File: src/rtl/hm_disp_pkg.sv
// rtl/hm_disp_pkg.sv - shared types and constants for the display page scheduler (HM_SCHED_ALERT_EN adds ALERT)
package hm_disp_pkg;

    localparam int NPAGE = 4;

    typedef logic [1:0] page_t;

    typedef enum logic [1:0] {
        ST_AUTO,
        ST_MANUAL
`ifdef HM_SCHED_ALERT_EN
        ,ST_ALERT
`endif
    } state_t;

    // Tag shown on d7..d4 for each page: heart rate, steps, distance, time
    localparam logic [15:0] PAGE_TAG [NPAGE] = '{16'hC001, 16'hC002, 16'hC003, 16'hC004};

endpackage

File: src/rtl/hm_page_select.sv
// rtl/hm_page_select.sv - cyclic search for the next page with valid source data
import hm_disp_pkg::*;

module hm_page_select (
    input  page_t      cur_i,
    input  logic [3:0] vld_i,
    output page_t      nxt_o,
    output logic       found_o
);

    // Scan offsets 3..1 so the nearest valid successor is the last one written
    always_comb begin
        page_t cand;
        nxt_o   = cur_i;
        found_o = 1'b0;
        cand    = cur_i;
        for (int k = 3; k >= 1; k--) begin
            cand = cur_i + page_t'(k);
            if (vld_i[cand]) begin
                nxt_o   = cand;
                found_o = 1'b1;
            end
        end
    end

endmodule

File: src/rtl/hm_display_sched.sv
// rtl/hm_display_sched.sv - AUTO/MANUAL page scheduler for the health-monitor display (HM_SCHED_ALERT_EN adds ALERT flash)
import hm_disp_pkg::*;

module hm_display_sched #(
    parameter int DWELL   = 2,
    parameter int TIMEOUT = 8
) (
    input  logic        clk,
    input  logic        rst,
    input  logic        tick,
    input  logic        mode_btn,
    input  logic [15:0] src0,
    input  logic [15:0] src1,
    input  logic [15:0] src2,
    input  logic [15:0] src3,
    input  logic [3:0]  src_vld,
    input  logic        alert,
    output logic [3:0]  d0,
    output logic [3:0]  d1,
    output logic [3:0]  d2,
    output logic [3:0]  d3,
    output logic [3:0]  d4,
    output logic [3:0]  d5,
    output logic [3:0]  d6,
    output logic [3:0]  d7,
    output logic        mode,
    output logic        rs_en,
    output logic [1:0]  page
);

    localparam logic [3:0] DW = DWELL[3:0];
    localparam logic [3:0] TO = TIMEOUT[3:0];

    state_t      state_q, state_d;
    page_t       page_q, page_d;
    logic [3:0]  dwell_q, dwell_d;
    logic [3:0]  idle_q, idle_d;
    logic        rs_en_q, rs_en_d;
    logic        chg_q;
    logic [15:0] data_q;
    logic [15:0] tag_q;
    logic [15:0] src_sel;
    logic [3:0]  dwell_inc, idle_inc;
    page_t       nxt_page;
    logic        nxt_found;

`ifndef HM_SCHED_ALERT_EN
    logic unused_alert;
    assign unused_alert = alert;
`endif

    hm_page_select u_sel (
        .cur_i   (page_q),
        .vld_i   (src_vld),
        .nxt_o   (nxt_page),
        .found_o (nxt_found)
    );

    // Source mux for the currently displayed page
    always_comb begin
        case (page_q)
            2'd0:    src_sel = src0;
            2'd1:    src_sel = src1;
            2'd2:    src_sel = src2;
            default: src_sel = src3;
        endcase
    end

    // Next-state logic: page rotation, manual stepping, idle timeout, alert override
    always_comb begin
        state_d   = state_q;
        page_d    = page_q;
        dwell_d   = dwell_q;
        idle_d    = idle_q;
        rs_en_d   = src_vld[page_q];
        dwell_inc = (dwell_q == 4'hF) ? 4'hF : dwell_q + 4'd1;
        idle_inc  = (idle_q == 4'hF) ? 4'hF : idle_q + 4'd1;
        case (state_q)
            ST_AUTO: begin
                if (mode_btn) begin
                    state_d = ST_MANUAL;
                    idle_d  = 4'd0;
                end else if (tick) begin
                    // An invalid current page is abandoned at once rather than waiting out the dwell
                    if (!src_vld[page_q] || dwell_inc >= DW) begin
                        dwell_d = 4'd0;
                        if (nxt_found) page_d = nxt_page;
                    end else begin
                        dwell_d = dwell_inc;
                    end
                end
            end
            ST_MANUAL: begin
                if (mode_btn) begin
                    idle_d = 4'd0;
                    if (nxt_found) page_d = nxt_page;
                end else if (tick) begin
                    if (!src_vld[page_q] && nxt_found) page_d = nxt_page;
                    if (idle_inc >= TO) begin
                        state_d = ST_AUTO;
                        dwell_d = 4'd0;
                        idle_d  = 4'd0;
                    end else begin
                        idle_d = idle_inc;
                    end
                end
            end
`ifdef HM_SCHED_ALERT_EN
            ST_ALERT: begin
                page_d  = 2'd0;
                rs_en_d = tick ? ~rs_en_q : rs_en_q;
                if (!alert) begin
                    state_d = ST_AUTO;
                    dwell_d = 4'd0;
                end
            end
`endif
            default: state_d = ST_AUTO;
        endcase
`ifdef HM_SCHED_ALERT_EN
        if (alert && state_q != ST_ALERT) begin
            state_d = ST_ALERT;
            page_d  = 2'd0;
            dwell_d = 4'd0;
            idle_d  = 4'd0;
        end
`endif
    end

    // State, counters and display registers; data refreshes after a page change or on tick
    always_ff @(posedge clk) begin
        if (rst) begin
            state_q <= ST_AUTO;
            page_q  <= 2'd0;
            dwell_q <= 4'd0;
            idle_q  <= 4'd0;
            rs_en_q <= 1'b0;
            chg_q   <= 1'b0;
            data_q  <= 16'd0;
            tag_q   <= 16'd0;
        end else begin
            state_q <= state_d;
            page_q  <= page_d;
            dwell_q <= dwell_d;
            idle_q  <= idle_d;
            rs_en_q <= rs_en_d;
            chg_q   <= (page_d != page_q);
            tag_q   <= PAGE_TAG[page_d];
            if (chg_q || tick) data_q <= src_sel;
        end
    end

    assign d0    = data_q[3:0];
    assign d1    = data_q[7:4];
    assign d2    = data_q[11:8];
    assign d3    = data_q[15:12];
    assign d4    = tag_q[3:0];
    assign d5    = tag_q[7:4];
    assign d6    = tag_q[11:8];
    assign d7    = tag_q[15:12];
    assign mode  = (state_q == ST_MANUAL);
    assign rs_en = rs_en_q;
    assign page  = page_q;

endmodule

File: config.mk
export PLATFORM = sky130hd
export DESIGN_NAME = hm_display_sched
export DESIGN_NICKNAME = d
export VERILOG_FILES = /design/src/rtl/hm_disp_pkg.sv /design/src/rtl/hm_page_select.sv /design/src/rtl/hm_display_sched.sv
export SDC_FILE = /design/constraint.sdc
export NUM_CORES = 1
export LEC_CHECK = 0
export ABC_AREA = 1
export CORE_UTILIZATION = 36
export DETAILED_ROUTE_END_ITERATION = 7
export PLACE_DENSITY = 0.86
export SETUP_SLACK_MARGIN = 0.2
export SLEW_MARGIN = 10
export SYNTH_ARGS = -nofsm -noshare
export SYNTH_HDL_FRONTEND = slang
export SYNTH_HIERARCHICAL = 1
export SYNTH_SLANG_ARGS = --single-unit
File: constraint.sdc
create_clock -name clk -period 2.1 [get_ports clk]
set_input_delay 0.315 -clock clk [delete_from_list [all_inputs] [get_ports clk]]
set_output_delay 0.315 -clock clk [all_outputs]
set_load 0.03 [all_outputs]
==> summary.md, run 1 <==
| Metric | Value |
|---|---|
| Status | `complete, but fails checks` |
| Failing checks | `negative setup slack` |
| Setup TNS | `-0.0170 ns` |
| Vias per Instance | `5.01` |
| Final slew viol count | `0` |
| Hold Startpoint | `dwell_q[1]` |
| Final setup fails | `1` |
| Vias in the first global route | `2,417` |
| Final WL | `6.66 mm` |
| Leak pwr | `1.54 nW` |
| Slew margin rel. | `54.3%` |
| Max IR drop VDD | `0.332 mV` |
| Post-synth top area share | `31.3%` |
| Fill cells | `491` |
| Reg-to-reg endpoint | `tag_q[1]` |
| Antenna violations before repair | `0` |
| Share of cells above drive strength 1 | `18.5%` |
| Maximum capacitance violations | `0` |
| Reg2Reg Setup Slack | `-0.02 ns` |
| WP data required | `2.33 ns` |
| CTS clk-pin slew, worst paths | `0.06 ns` |
| Synthesized flop and latch total | `33` |
| Clk sinks | `33` |
| Core Area | `5570 sq um` |
| Synth area leaders | `dfxtp_1 31%, nand2_1 18%, a221oi_1 6.6%` |
| Register area share after synthesis | `31.3%` |
| Worst Setup Slack, final | `-0.0170 ns` |
| # diodes | `0` |
| Gr ovfl total | `0` |
| CTS tree | `yes` |
| Clock Latency Late Sink | `0.29 ns` |
| Row count | `27` |
| DRT iter0 DRCs | `171` |
| R2r worst-path depth | `16` |
| Total GRT Usage | `20.8%` |
| Max Freq | `472 MHz` |
| PortBufs | `96` |
| Post-route ant nets | `0` |
| Crit share post-route | `101%` |
| Hold EP | `dwell_q[1]` |
| Clock Tree Root | `clkbuf_8` |
| Bufs on Longest Clock Path | `2` |
| Main synth FF type | `dfxtp_1` |
| Routed WL per cell | `13.2 um` |
| Tightest Pin Transition | `0.684 ns` |
| Power Density | `716 nW/um^2` |
| Gate Count Post-Synth | `320` |
| Largest net degree at the start of global routing | `33` |
| Die height | `78.6 um` |
| Hold Crit Depth | `2` |
| Hold WC Path Type | `reg -> reg` |
| Initial Util | `37.9%` |
| Mapped cell area | `2110 sq um` |
| Kind of critical path | `reg -> reg` |
| Worst r2r src | `page[0]` |
| Asr flop ratio synth | `0%` |
| Pre-CTS setup slack | `-0.345 ns` |
| Layout Nets | `508` |
| GP Congestion | `0.808` |
| TritonCTS Buffers | `5` |
| Final Hold Vio Count | `0` |
| Post-route minimum period | `2.12 ns` |
| Synthesis-to-finish area growth | `63.9%` |
| Register area | `668 sq um` |
| Most common cell in the netlist | `nand2_1` |
| First-pass GRT wire length | `10.1 mm` |
| DRT Pass-1 Iters | `4` |
| Post-synth EDFFs | `0` |
| Top cell types by occurrence after synthesis | `100 x nand2_1, 33 x dfxtp_1, 28 x inv_1, 25 x a21oi_1, 22 x o21ai_0` |
| Skew final | `0.00674 ns` |
| Average cell area after synthesis | `6.60 sq um` |
| Synth warnings | `6` |
| # H-tree levels | `2` |
| Max FO, Critical Path | `5` |
| DRC errors left | `0` |
| Die Footprint | `6180 sq um` |
| CP endpoint kind | `flop` |
| Count of cell types in the netlist | `29` |
| RSZ-0062 raised after global routing | `true` |
| Die width | `78.6 um` |
| Startpoint class of the critical path | `flop` |
| Routed vias | `2,532` |
| Multi-input gate area | `1290 sq um` |
| DP HPWL | `4.75 mm` |
| Hold_buf cts | `0` |
| Top cell type by total area after synthesis | `dfxtp_1` |
| Critical Path AT | `2.34 ns` |
| IO Count | `109` |
-- metrics by stage --
step,utilization [%],area (sq um),power (W),std cells,hold WS (ns)
floorplan,-,2150,0.00137,330,0.439
detailed placement,56.8,3160,0.00177,489,0.458
finish,62.1,3460,0.00248,505,0.467
global placement,56.8,3160,0.00174,489,0.451
global route,62.1,3460,0.00261,505,0.499
CTS,59.5,3320,0.00237,500,0.469
-- where the power goes --
group          internal [W]  switching (W)
logic              0.000524       0.000630
registers          0.000702      0.0000479
clock network      0.000339       0.000234
-- layout by cell type (no fill, tap or decap), types with 2 or more instances in the layout --
cell type,Yosys,layout
nand3_1,21,17
a221oi_1,16,16
nand2_1,100,90
clkbuf_8,0,6
inv_2,1,5
nor2_1,16,13
ha_1,3,2
buf_6,3,4
dlygate4sd2_1,0,4
buf_4,13,20
conb_1,1,11
inv_1,28,24
dfxtp_4,0,2
a21oi_1,25,23
nand2_2,9,18
o21ai_0,22,20
a22o_1,4,4
clkdlybuf4s50_1,0,92
nor2_2,0,3
dfxtp_1,33,31
nand3_2,1,5
a21oi_2,1,3
nand2_4,1,2
nor2_4,3,3
-- final cells by class --
| cell class | instances | area share [%] |
|---|---|---|
| clock buffers | 8 | 3.22 |
| flip-flops and latches | 33 | 19.3 |
| multi-input cells | 240 | 37.3 |
| well taps | 72 | 2.60 |
| inverters | 31 | 3.72 |
| repair buffers | 121 | 33.8 |
-- how the worst max path moves through the flow --
stage,startpoint,endpoint,slack [ns],depth (start not counted)
finish,page[0],tag_q[1],-0.02,16
global route,page[0],tag_q[1],-0.14,16
CTS,page[0],tag_q[1],0.05,14
detailed placement,src_vld[1],tag_q[1],-0.35,16
global placement,src_vld[3],tag_q[1],-0.28,14
floorplan,page[0],tag_q[1],0.003,17
-- kinds of logic after synthesis --
family	Yosys count	synth area share [%]
DFF	33	31.3
AOI/OAI and AO/OA	68	19.8
adders and majority gates	3	1.78
other	1	0.178
and+or+nand+nor	157	32.6
xor gates and xnor gates	1	0.415
buffers and inverters	57	13.9
-- layer usage --
layer  up-vias  track usage [%]  wire length [um]
met5         -                0                 0
met4         0             9.07               212
met3        21             6.63               480
met2       111             39.0              3550
met1      1145             20.6              2420
li1       1255                -                 -
-- critical path, stage by stage, from the launching register on --
cell,delay (ns)
dfxtp_4,0.37
buf_6,0.13
nand2_4,0.06
o21ai_4,0.06
or2_1,0.24
or2_4,0.29
nand2_2,0.07
inv_2,0.05
nand2_2,0.08
nand2_2,0.06
nand3_2,0.07
nand2_2,0.07
nand2_2,0.08
inv_2,0.05
ha_4,0.25
inv_2,0.03
nor2_2,0.09
-- registers in the layout, indices dropped and copies added, names as in the netlist --
name and cells:
state_q 1, tag_q 4, chg_q 1, page 2
dwell_q 4, rs_en 1, data_q 16, idle_q 4
-- timing repair --
| item | in CTS | in global routing |
|---|---|---|
| setup endpoints to repair | 22 | 6 |
| hold endpoints to repair | 0 | 0 |
| setup buffers | 3 | 5 |
| gates resized for setup | 12 | 29 |
| pin swaps | 11 | 9 |
(Power assumes the default switching activity.)
==> run 2: changes to the inputs <==
==> constraint.sdc (replaced) <==
create_clock -name clk -period 1.9 [get_ports clk]
set_input_delay 0.285 -clock clk [delete_from_list [all_inputs] [get_ports clk]]
set_output_delay 0.285 -clock clk [all_outputs]
set_load 0.03 [all_outputs]
==> run 2 against run 1 <==
- the run still ends with negative setup slack left
- non-clock buffer count is 10 higher
- utilization is 2.4 points higher
- design area is 3.8% higher
- power is 9.6% higher
- combinational power is 19% higher
- wire length is 4.0% higher
- via count is 3.7% higher
- sequential power is 10% higher
- first-iteration DRC count is 7.6% lower
- hold slack better by 0.0058 ns
- sequential share of layout area is 0.75 points lower
==> summary.md, run 2 (synthesized netlist as in run 1, its figures left out) <==
| Metric | Value |
|---|---|
| Register with the most flip-flops | `data_q` |
| Max Freq | `461 MHz (-2.4%)` |
| Core Area | `5570 sq um (unchanged)` |
| Hold Crit Depth | `2 (unchanged)` |
| Met2 usage in global routing | `40.2% (+1.1 points)` |
| First-pass GRT wire length | `10.6 mm (+4.6%)` |
| Share of cells above drive strength 1 | `24.4% (+5.9 points)` |
| Vias per Instance | `5.10 (+1.7%)` |
| Psw | `0.00106 W (+16%)` |
| Clock Tree Root | `clkbuf_8` |
| Largest net degree at the start of global routing | `33 (unchanged)` |
| Initial Util | `37.9% (unchanged)` |
| Clock Latency Late Sink | `0.29 ns (about the same)` |
| Final Hold Vio Count | `0 (unchanged)` |
| Failing checks | `negative setup slack` |
| Routed vias | `2,626 (+3.7%)` |
| Die height | `78.6 um (unchanged)` |
| CTS tree | `yes` |
| Layout Nets | `518 (+2.0%)` |
| Row count | `27 (unchanged)` |
| Startpoint class of the critical path | `flop` |
| Commonest non-fill, non-tap cell in the layout | `clkdlybuf4s50_1` |
| Max FO, Critical Path | `5 (unchanged)` |
| Status | `complete, but fails checks` |
| Critical path endpoint | `tag_q[1]` |
| Total GRT Usage | `21.6% (+0.83 points)` |
| Routed WL per cell | `13.4 um (+2.0%)` |
| Skew final | `0.00751 ns (+0.000769 ns)` |
| Die Footprint | `6180 sq um (unchanged)` |
| # diodes | `0 (unchanged)` |
| DRC errors left | `0 (unchanged)` |
| Min Hold Slack | `0.473 ns (+0.00577 ns)` |
| Logic pwr share | `50.5% (+3.9 points)` |
| Setup TNS | `-1.08 ns (-1.06 ns)` |
| TritonCTS Buffers | `5 (unchanged)` |
| Critical Path AT | `2.40 ns (+0.06 ns)` |
| Worst setup path start | `page[0]` |
| Max reg flops | `16 (unchanged)` |
| Critical path, cell by cell | `buf_6 > nand2_4 > o21ai_4 > or2_1 > or2_4 > nand2_2 > o21ai_2 > a21oi_2 > nand2_2 > nand2_2 > inv_2 > ha_4 > inv_2 > nor2_1` |
| Bufs on Longest Clock Path | `2 (unchanged)` |
| Pwr Total | `0.00271 W (+9.6%)` |
| GP Congestion | `0.854 (+5.7%)` |
| CTS clk-pin slew, worst paths | `0.07 ns (about the same)` |
| DRT iter0 DRCs | `158 (-7.6%)` |
| Die width | `78.6 um (unchanged)` |
| CP max stage cell | `dfxtp_4` |
| Gr ovfl total | `0 (unchanged)` |
| Maximum capacitance violations | `0 (unchanged)` |
| Final slew viol count | `0 (unchanged)` |
| # H-tree levels | `2 (unchanged)` |
| Sw frac | `38.9% (+2.1 points)` |
| Worst Setup Slack, final | `-0.269 ns (-0.252 ns)` |
| Crit path largest cell delay | `0.37 ns (about the same)` |
| Post-route ant nets | `0 (unchanged)` |
| Final setup fails | `7 (+6)` |
| Post-route minimum period | `2.17 ns (+0.0520 ns)` |
| Power Density | `755 nW/um^2 (+5.6%)` |
| Clk network pwr share | `19.1% (-4.0 points)` |
| Vias in the first global route | `2,451 (+1.4%)` |
| Seq pwr share | `30.4% (about the same)` |
| DP HPWL | `4.75 mm (+0.12%)` |
| RSZ-0062 raised after global routing | `true` |
| Hold WC Path Type | `reg -> reg` |
| Max IR drop VDD | `0.415 mV (+25%)` |
| Clk sinks | `33 (unchanged)` |
| Worst r2r src | `page[0]` |
| DRT Pass-1 Iters | `4 (unchanged)` |
| GRT met3 Usage | `5.35% (-1.3 points)` |
| Hold_buf cts | `0 (unchanged)` |
| Synthesis-to-finish area growth | `70.1%` |
| CP most frequent cell | `nand2_2` |
| CP endpoint kind | `flop` |
| Fill cells | `455 (-7.3%)` |
| Reg2Reg Setup Slack | `-0.27 ns (-0.25 ns)` |
| Met1 Resource Use GR | `22.5% (+1.9 points)` |
| R2r worst-path depth | `14 (-2)` |
| Crit share post-route | `114% (+13 points)` |
| P_int | `0.00166 W (+6.0%)` |
| PortBufs | `96 (unchanged)` |
| WP data required | `2.13 ns (-0.20 ns)` |
| Kind of critical path | `reg -> reg` |
| Antenna violations before repair | `0 (unchanged)` |
| Final WL | `6.93 mm (+4.0%)` |
| Leak pwr | `1.59 nW (+3.3%)` |
| Most Used Layer, Global Route | `met2` |
| Reg-to-reg endpoint | `tag_q[1]` |
| Most frequent cells in the layout | `91 x clkdlybuf4s50_1, 85 x nand2_1, 30 x dfxtp_1` |
| IO Count | `109 (unchanged)` |
==> run 2: cell count changes in the layout (fill, tap and decap cells not counted), moves of 2 or more <==
| cell | before | now |
|---|---|---|
| nand2_2 | 18 | 23 |
| a221oi_2 | 0 | 6 |
| nand3_2 | 5 | 7 |
| nand3_1 | 17 | 15 |
| buf_4 | 20 | 29 |
| dfxtp_2 | 0 | 2 |
| a221oi_1 | 16 | 10 |
| nand2_1 | 90 | 85 |
| clkinv_2 | 0 | 2 |
==> run 2: layout make-up <==
type	instances	area (sq um)	share of cell area (%)
clock inverter	2	10.0	0.279
sequential	33	667	18.6
timing repair buffer	131	1250	34.9
tap	72	90.1	2.51
inverter	31	134	3.73
clock buffer	6	72.6	2.02
multi-input combinational	240	1370	38.1
==> run 2: worst max-delay path, delay by kind of cell (launching register included) <==
kind                       cells  cell delay (ns)
AOI/OAI and AO/OA              3             0.31
DFF                            1             0.37
buffers and inverters          3             0.23
adders and majority gates      1             0.26
and+or+nand+nor                7             0.95
==> run 2: power by group through the flow <==
stage | sequential (W) | clock [W] | combinational, W
after floorplan | 0.000980 | 0 | 0.000547
after global placement | 0.000836 | 0 | 0.00113
after detailed placement | 0.000839 | 0 | 0.00115
after CTS | 0.000822 | 0.000530 | 0.00123
after global routing | 0.000835 | 0.000563 | 0.00147
final | 0.000825 | 0.000520 | 0.00137
==> run 2: timing repair <==
item | 4_1_cts | 5_1_grt
pin swaps | 6 | 21
setup endpoints to repair | 24 | 23
gates resized for setup | 21 | 41
buffers inserted | 7 | 2
==> run 2: how the worst min path moves through the flow <==
stage                    start          to  slack [ns]
floorplan           dwell_q[1]  dwell_q[1]        0.44
global placement    dwell_q[1]  dwell_q[1]        0.45
detailed placement  dwell_q[3]  dwell_q[3]        0.47
CTS                 dwell_q[3]  dwell_q[3]        0.48
global route        dwell_q[3]  dwell_q[3]        0.51
finish              dwell_q[3]  dwell_q[3]        0.47
==> run 2: layer usage <==
layer  vias up  routed length (um)
met5         -                   0
met4         0                 222
met3        23                 501
met2       119                3600
met1      1210                2600
li1       1274                   -
==> run 2: through the flow <==
stage,util [%],setup slack (ns),area (sq um),cells
final,64.5,-0.269,3590,515
after global routing,64.5,-0.328,3590,515
after CTS,61.4,-0.131,3420,513
after detailed placement,58.2,-0.527,3240,498
after global placement,58.2,-0.434,3240,498
after floorplan,-,-0.186,2170,330
